`config.mk`:
```
export PLATFORM = sky130hd
export DESIGN_NAME = reg_pair_sequencer
export DESIGN_NICKNAME = d
export VERILOG_FILES = /design/src/rtl/reg_pair_sequencer_pkg.sv /design/src/rtl/reg_pair_incdec.sv /design/src/rtl/reg_pair_sequencer.sv
export SDC_FILE = /design/constraint.sdc
export NUM_CORES = 1
export LEC_CHECK = 0
export CORE_MARGIN = 3
export CORE_UTILIZATION = 40
export DETAILED_ROUTE_END_ITERATION = 6
export PLACE_DENSITY = 0.7
export SLEW_MARGIN = 0
export SYNTH_ARGS = -nofsm -noshare
export SYNTH_HDL_FRONTEND = slang
export SYNTH_HIERARCHICAL = 1
export SYNTH_SLANG_ARGS = --single-unit
```
`constraint.sdc`:
```
create_clock -name i_clk -period 8.7 [get_ports i_clk]
set_input_delay 2.61 -clock i_clk [delete_from_list [all_inputs] [get_ports i_clk]]
set_output_delay 2.61 -clock i_clk [all_outputs]
set_load 0.01 [all_outputs]
```
`src/rtl/reg_pair_sequencer_pkg.sv`:
```
// Shared GB80 register-pair definitions: register, pair and op codes, sequencer
// state encoding and the pair-to-hi/lo register mapping.
package reg_pair_sequencer_pkg;

  localparam int unsigned DATA_W = 8;
  localparam int unsigned ADDR_W = 3;
  localparam int unsigned PAIR_W = 2 * DATA_W;

  typedef enum logic [2:0] {
    OP_RD     = 3'b000,
    OP_WR     = 3'b001,
    OP_INC    = 3'b010,
    OP_DEC    = 3'b011,
    OP_RD_INC = 3'b100,
    OP_RD_DEC = 3'b101,
    OP_RSV6   = 3'b110,
    OP_RSV7   = 3'b111
  } op_e;

  typedef enum logic [1:0] {
    PAIR_BC = 2'b00,
    PAIR_DE = 2'b01,
    PAIR_HL = 2'b10,
    PAIR_AF = 2'b11
  } pair_e;

  typedef enum logic [2:0] {
    REG_B = 3'd0,
    REG_C = 3'd1,
    REG_D = 3'd2,
    REG_E = 3'd3,
    REG_H = 3'd4,
    REG_L = 3'd5,
    REG_F = 3'd6,
    REG_A = 3'd7
  } reg_e;

  typedef enum logic [2:0] {
    ST_IDLE   = 3'd0,
    ST_RD_HI  = 3'd1,
    ST_RD_LO  = 3'd2,
    ST_RD_CAP = 3'd3,
    ST_WR_HI  = 3'd4,
    ST_WR_LO  = 3'd5,
    ST_DONE   = 3'd6
  } state_e;

  // High register of a pair: B/D/H/A
  function automatic reg_e pair_hi(input pair_e p);
    case (p)
      PAIR_BC: pair_hi = REG_B;
      PAIR_DE: pair_hi = REG_D;
      PAIR_HL: pair_hi = REG_H;
      default: pair_hi = REG_A;
    endcase
  endfunction

  // Low register of a pair: C/E/L/F
  function automatic reg_e pair_lo(input pair_e p);
    case (p)
      PAIR_BC: pair_lo = REG_C;
      PAIR_DE: pair_lo = REG_E;
      PAIR_HL: pair_lo = REG_L;
      default: pair_lo = REG_F;
    endcase
  endfunction

endpackage

```
`src/rtl/reg_pair_incdec.sv`:
```
// Combinational 16-bit +/-1 with modulo wrap; shared with the SP/PC unit.
module reg_pair_incdec #(
  parameter int unsigned WIDTH = 16
) (
  input  logic [WIDTH-1:0] i_val,
  input  logic             i_dec,
  output logic [WIDTH-1:0] o_val
);

  // Step the value by one in the requested direction
  always_comb begin
    o_val = i_dec ? (i_val - WIDTH'(1)) : (i_val + WIDTH'(1));
  end

endmodule

```
`src/rtl/reg_pair_sequencer.sv`:
```
// GB80 register-pair sequencer: turns 16-bit pair ops into 8-bit register-file
// accesses. Build option: GB80_REGSEQ_POSTSTEP_EN enables RD_INC/RD_DEC
// (read pair, write back pair+/-1, report pre-value); without it those ops
// complete immediately with o_err.
module reg_pair_sequencer
  import reg_pair_sequencer_pkg::*;
#(
  parameter int unsigned DATA_WIDTH    = DATA_W,
  parameter int unsigned ADDRESS_WIDTH = ADDR_W
) (
  input  logic                      i_clk,
  input  logic                      i_reset,
  input  logic                      i_valid,
  output logic                      o_ready,
  input  logic [2:0]                i_op,
  input  logic [1:0]                i_pair,
  input  logic [2*DATA_WIDTH-1:0]   i_wdata,
  output logic                      o_done,
  output logic [2*DATA_WIDTH-1:0]   o_result,
  output logic                      o_err,
  output logic                      o_rf_wr_en,
  output logic                      o_rf_rd_en,
  output logic [ADDRESS_WIDTH-1:0]  o_rf_addr,
  output logic [DATA_WIDTH-1:0]     o_rf_wdata,
  input  logic [DATA_WIDTH-1:0]     i_rf_rdata
);

  localparam int unsigned PAIR_WIDTH = 2 * DATA_WIDTH;

  state_e                  state_q, state_d;
  op_e                     op_q, op_d;
  pair_e                   pair_q, pair_d;
  logic [PAIR_WIDTH-1:0]   data_q, data_d;
  logic [PAIR_WIDTH-1:0]   res_q, res_d;
  logic                    err_q, err_d;

  logic                    ready_d, done_d, err_out_d;
  logic [PAIR_WIDTH-1:0]   result_d;
  logic                    rd_en_d, wr_en_d;
  logic [ADDRESS_WIDTH-1:0] addr_d;
  logic [DATA_WIDTH-1:0]   wdata_d;

  logic [PAIR_WIDTH-1:0]   rd_val;
  logic [PAIR_WIDTH-1:0]   step_val;
  logic                    step_dec;

  // F keeps its low nibble clear whenever AF is written
  function automatic logic [PAIR_WIDTH-1:0] af_mask(input logic [PAIR_WIDTH-1:0] v,
                                                    input pair_e p);
    af_mask = v;
    if (p == PAIR_AF) af_mask[3:0] = 4'h0;
  endfunction

  // Full pair as read: captured high byte plus low byte arriving now
  always_comb begin
    rd_val = {data_q[PAIR_WIDTH-1:DATA_WIDTH], i_rf_rdata};
`ifdef GB80_REGSEQ_POSTSTEP_EN
    step_dec = (op_q == OP_DEC) || (op_q == OP_RD_DEC);
`else
    step_dec = (op_q == OP_DEC);
`endif
  end

  reg_pair_incdec #(.WIDTH(PAIR_WIDTH)) u_incdec (
    .i_val (rd_val),
    .i_dec (step_dec),
    .o_val (step_val)
  );

  // Next state, operand capture and next registered outputs
  always_comb begin
    state_d   = state_q;
    op_d      = op_q;
    pair_d    = pair_q;
    data_d    = data_q;
    res_d     = res_q;
    err_d     = err_q;
    rd_en_d   = 1'b0;
    wr_en_d   = 1'b0;
    addr_d    = '0;
    wdata_d   = '0;

    case (state_q)
      ST_IDLE: begin
        if (i_valid) begin
          op_d   = op_e'(i_op);
          pair_d = pair_e'(i_pair);
          err_d  = 1'b0;
          data_d = '0;
          res_d  = '0;
          case (op_e'(i_op))
            OP_RD, OP_INC, OP_DEC: state_d = ST_RD_HI;
`ifdef GB80_REGSEQ_POSTSTEP_EN
            OP_RD_INC, OP_RD_DEC: state_d = ST_RD_HI;
`endif
            OP_WR: begin
              data_d  = af_mask(i_wdata, pair_e'(i_pair));
              res_d   = data_d;
              state_d = ST_WR_HI;
            end
            default: begin
              err_d   = 1'b1;
              state_d = ST_DONE;
            end
          endcase
        end
      end
      ST_RD_HI: state_d = ST_RD_LO;
      ST_RD_LO: begin
        data_d[PAIR_WIDTH-1:DATA_WIDTH] = i_rf_rdata;
        state_d = ST_RD_CAP;
      end
      ST_RD_CAP: begin
        if (op_q == OP_RD) begin
          data_d  = rd_val;
          res_d   = rd_val;
          state_d = ST_DONE;
        end else begin
          data_d  = af_mask(step_val, pair_q);
`ifdef GB80_REGSEQ_POSTSTEP_EN
          res_d   = ((op_q == OP_RD_INC) || (op_q == OP_RD_DEC)) ? rd_val : data_d;
`else
          res_d   = data_d;
`endif
          state_d = ST_WR_HI;
        end
      end
      ST_WR_HI: state_d = ST_WR_LO;
      ST_WR_LO: state_d = ST_DONE;
      ST_DONE:  state_d = ST_IDLE;
      default:  state_d = ST_IDLE;
    endcase

    ready_d   = (state_d == ST_IDLE);
    done_d    = (state_d == ST_DONE);
    err_out_d = done_d && err_d;
    result_d  = done_d ? res_d : '0;

    case (state_d)
      ST_RD_HI: begin
        rd_en_d = 1'b1;
        addr_d  = ADDRESS_WIDTH'(pair_hi(pair_d));
      end
      ST_RD_LO: begin
        rd_en_d = 1'b1;
        addr_d  = ADDRESS_WIDTH'(pair_lo(pair_d));
      end
      ST_WR_HI: begin
        wr_en_d = 1'b1;
        addr_d  = ADDRESS_WIDTH'(pair_hi(pair_d));
        wdata_d = data_d[PAIR_WIDTH-1:DATA_WIDTH];
      end
      ST_WR_LO: begin
        wr_en_d = 1'b1;
        addr_d  = ADDRESS_WIDTH'(pair_lo(pair_d));
        wdata_d = data_d[DATA_WIDTH-1:0];
      end
      default: ;
    endcase
  end

  // State, operand and output registers
  always_ff @(posedge i_clk or posedge i_reset) begin
    if (i_reset) begin
      state_q    <= ST_IDLE;
      op_q       <= OP_RD;
      pair_q     <= PAIR_BC;
      data_q     <= '0;
      res_q      <= '0;
      err_q      <= 1'b0;
      o_ready    <= 1'b1;
      o_done     <= 1'b0;
      o_err      <= 1'b0;
      o_result   <= '0;
      o_rf_rd_en <= 1'b0;
      o_rf_wr_en <= 1'b0;
      o_rf_addr  <= '0;
      o_rf_wdata <= '0;
    end else begin
      state_q    <= state_d;
      op_q       <= op_d;
      pair_q     <= pair_d;
      data_q     <= data_d;
      res_q      <= res_d;
      err_q      <= err_d;
      o_ready    <= ready_d;
      o_done     <= done_d;
      o_err      <= err_out_d;
      o_result   <= result_d;
      o_rf_rd_en <= rd_en_d;
      o_rf_wr_en <= wr_en_d;
      o_rf_addr  <= addr_d;
      o_rf_wdata <= wdata_d;
    end
  end

endmodule

```
==> qor.yml <==
status:
  status: "complete, no violations"
route:
  wl_per_cell_um: 19.4
  detailedRoute.firstPassIterationCount: 5
  antenna_violating_nets_left: 0
  finalWirelength_um: 12000
  vias_per_cell: 5.78
  detailroute.via_count: 3573
  final_routed_drc_violation_total: 0
  drt_iter0_drc: 347
finish:
  layout-drive-gt1-share_pct: 11.3
  multiInputGateArea_sq_um: 2170
  flow.area_growth_from_synthesis_pct: 21.0
  area.sequential_sq_um: 1830
  nets: 527
  nFillCells: 924
  diode_count: 0
floorplan:
  core_footprint_sq_um: 9950
  initial_core_util_pct: 42.0
  io-pin-count: 64
  die_x_um: 108
  floorplan.die_area_sq_um: 11700
  die_y_um: 108
  placementRows: 36
sta:
  whs_ns: 0.473
  timing.final.hold_violations: 0
  timing.fmax_mhz: 184
  timing.clock.skew_ns: 0.00501
  min_period_ns: 5.45
  setup_total_negative_slack_ns: 0
  number_of_pins_exceeding_their_max_slew_limit_in_the_final_report: 0
  postLayoutSetupSlackWorst_ns: 3.25
  worst_slew_pin_slew_ns: 1.00
  max-slew-margin-rel_pct: 33.3
  setup_viol_count_final: 0
  rsz0062_at_grt: "false"
  timing.final.crit_share_pct: 62.6
power_and_ir_drop:
  ir_worst_vdd_mv: 0.174
  power_switching_mw: 0.780
  cellLeakagePower_nw: 2.28
  p_sw_share_pct: 43.9
  powerDensity_nw_per_um2: 351
  pwr-share-seq_pct: 32.5
  comb_power_share_pct: 52.7
  clockPowerShare_pct: 14.7
  internal_mw: 0.997
cts:
  cts_num_sinks: 73
  clkTransAtPathRegs_ns: 0.08
  htree_levels: 3
  post_cts_resize_count: 0
  post_cts.repair.setup_buffers: 0
  worst_skew_pair.late_latency_ns: 0.34
  cts_inserted_buffers: 9
  cts_hold_repair.buffers: 0
  tritoncts_clock_tree: "built"
  clock_tree.root_cell: "clkbuf_8"
  clockBufferDepth: 2
setup_path:
  cpPeakStageDelay_ns: 0.52
  setup.worst_path.end_class: "register"
  worst_ep_arrival_time_ns: 5.68
  critical_path_class: "input pin to register"
  critPathLaunchType: "input pin"
  critPathMaxFanout: 5
  critPathRequiredTime_ns: 8.93
  crit_path_cells: "clkdlybuf4s50_1, fa_1, a21o_4, a311oi_2, nor2_1, a211oi_2, xnor2_1, mux2_2, a22oi_1, nand3_1, a22o_1"
  cpMaxStageDelayCell: "clkdlybuf4s50_1"
synth:
  synth_top_flop_cell: "dfrtp_1"
  yosysUniqueCellTypes: 65
  avgSynthCellArea_sq_um: 9.89
  synth.ff_latch_count: 73
  netlist_instances: 423
  synth_edf_count: 0
  synth_async_sr_flop_share_pct: 100
  synth_sequential_area_ratio_pct: 43.7
  synth_area_sq_um: 4180
  synth_fp_nets: 470
  yosysWarnings: 6
global_route:
  grt_max_degree: 74
  grt_antenna_before_repair: 0
  first_global_vias: 3455
  grt_overflow: 0
  grt_total_usage_pct: 21.3
  first_pass_grt_wire_length_um: 19200
place:
  gp_routability_congestion: 0.876
  dp_slack_ns: 2.92
  port_buffers: 63
  hpwlAfterDp_um: 8840
job:
  drv.max_cap_violation_count: 0
min_path:
  hold_path.class: "register to register"
final timing paths:
kind	start	to	slack (ns)	cells after the start
setup / recovery	i_rf_rdata[0]	o_rf_wdata[6]	3.25	11
hold / removal	res_q[5]	res_q[5]	0.47	1
setup reg to reg	op_q[1]	o_rf_wdata[6]	5.40	13
hold reg to reg	res_q[5]	res_q[5]	0.47	1
max in group asynchronous	i_reset	o_rf_wdata[6]	5.26	3
min in group asynchronous	i_reset	o_result[7]	2.84	3
state kept, by name (all words and copies together), names as in the netlist, 2 cells and up:
| signal | count |
|---|---|
| data_q | 16 |
| op_q | 3 |
| state_q | 3 |
| res_q | 16 |
| pair_q | 2 |
| o_rf_wdata | 8 |
| o_result | 16 |
| o_rf_addr | 3 |
kinds of logic (layout without fill, tap and decap cells):
| kind of cell | count (synthesis) | after routing | share of synthesized area, % |
|---|---|---|---|
| flops | 73 | 73 | 43.7 |
| mux | 9 | 9 | 2.21 |
| buf+inv | 33 | 95 | 4.40 |
| xor+xnor | 17 | 17 | 3.56 |
| simple gates | 123 | 123 | 14.7 |
| fa+ha+maj | 15 | 15 | 4.67 |
| compound gates | 153 | 153 | 26.8 |
worst max-delay path: cells and delay by family:
family                     cells  cell delay (ns)
and+or+nand+nor                2             0.29
buffers and inverters          1             0.52
AOI/OAI and AO/OA              5             1.37
muxes                          1             0.26
xor gates and xnor gates       1             0.09
adders and majority gates      1             0.52
cells in the final DEF (no fill, tap or decap), types with 7 or more instances in the layout:
cell type	Yosys	final
a21oi_1	44	44
xnor2_1	11	11
nand2_1	49	49
mux2i_1	7	7
nor2_1	21	21
a31oi_1	11	11
o21a_1	13	13
inv_1	12	11
a21o_1	12	12
ha_1	14	14
nand3_1	20	20
clkdlybuf4s50_1	0	63
dfrtp_1	72	72
o21ai_0	14	14
clkbuf_8	0	9
layout make-up:
type / instances / area share, %
clock buffers: 9 / 2.45
clock inverters: 7 / 1.38
inverters: 13 / 0.964
multi-input cells: 317 / 42.9
flip-flops and latches: 73 / 36.1
well taps: 133 / 3.29
repair buffers: 66 / 12.9
Yosys cell counts, types with 5 or more instances:
| cell type | instances | area share, % |
|---|---|---|
| inv_1 | 12 | 1.1 |
| ha_1 | 14 | 4.2 |
| a221o_2 | 6 | 1.6 |
| a22o_1 | 6 | 1.3 |
| buf_2 | 8 | 0.96 |
| o211ai_1 | 5 | 0.90 |
| nand3_1 | 20 | 2.4 |
| nand2_1 | 49 | 4.4 |
| mux2i_1 | 7 | 1.7 |
| nor2_1 | 21 | 1.9 |
| a211o_1 | 5 | 1.0 |
| nor3_1 | 5 | 0.60 |
| xnor2_1 | 11 | 2.3 |
| o21ai_0 | 14 | 1.7 |
| nand2b_1 | 6 | 0.90 |
| dfrtp_1 | 72 | 43 |
| o21a_1 | 13 | 2.3 |
| a31oi_1 | 11 | 1.6 |
| a21oi_1 | 44 | 5.3 |
| xor2_1 | 6 | 1.3 |
| a21o_1 | 12 | 2.2 |
routing by layer:
metal / routed length (um) / global-route usage, % / up-vias / part of all wire [%]
met5: 0 / 0 / - / 0
met4: 187 / 5.77 / 0 / 1.6
met3: 841 / 4.66 / 14 / 7.0
met2: 5390 / 31.7 / 138 / 45
met1: 5580 / 31.4 / 1757 / 46
li1: - / - / 1664 / -
power groups by stage:
stage	sequential, mW	combinational, mW	clock (mW)
after global routing	0.592	1.02	0.280
final	0.578	0.937	0.262
after CTS	0.575	0.928	0.267
after detailed placement	0.580	0.922	0
after floorplan	0.534	0.685	0
after global placement	0.579	0.922	0
through the flow:
stage,total power [mW],cell area [sq um],cells,util (%)
floorplan,1.22,4180,423,-
global placement,1.50,4870,602,48.9
detailed placement,1.50,4870,602,48.9
CTS,1.77,5060,618,50.8
global route,1.89,5060,618,50.8
finish,1.78,5060,618,50.8
Power figures use the tool's default switching activity.
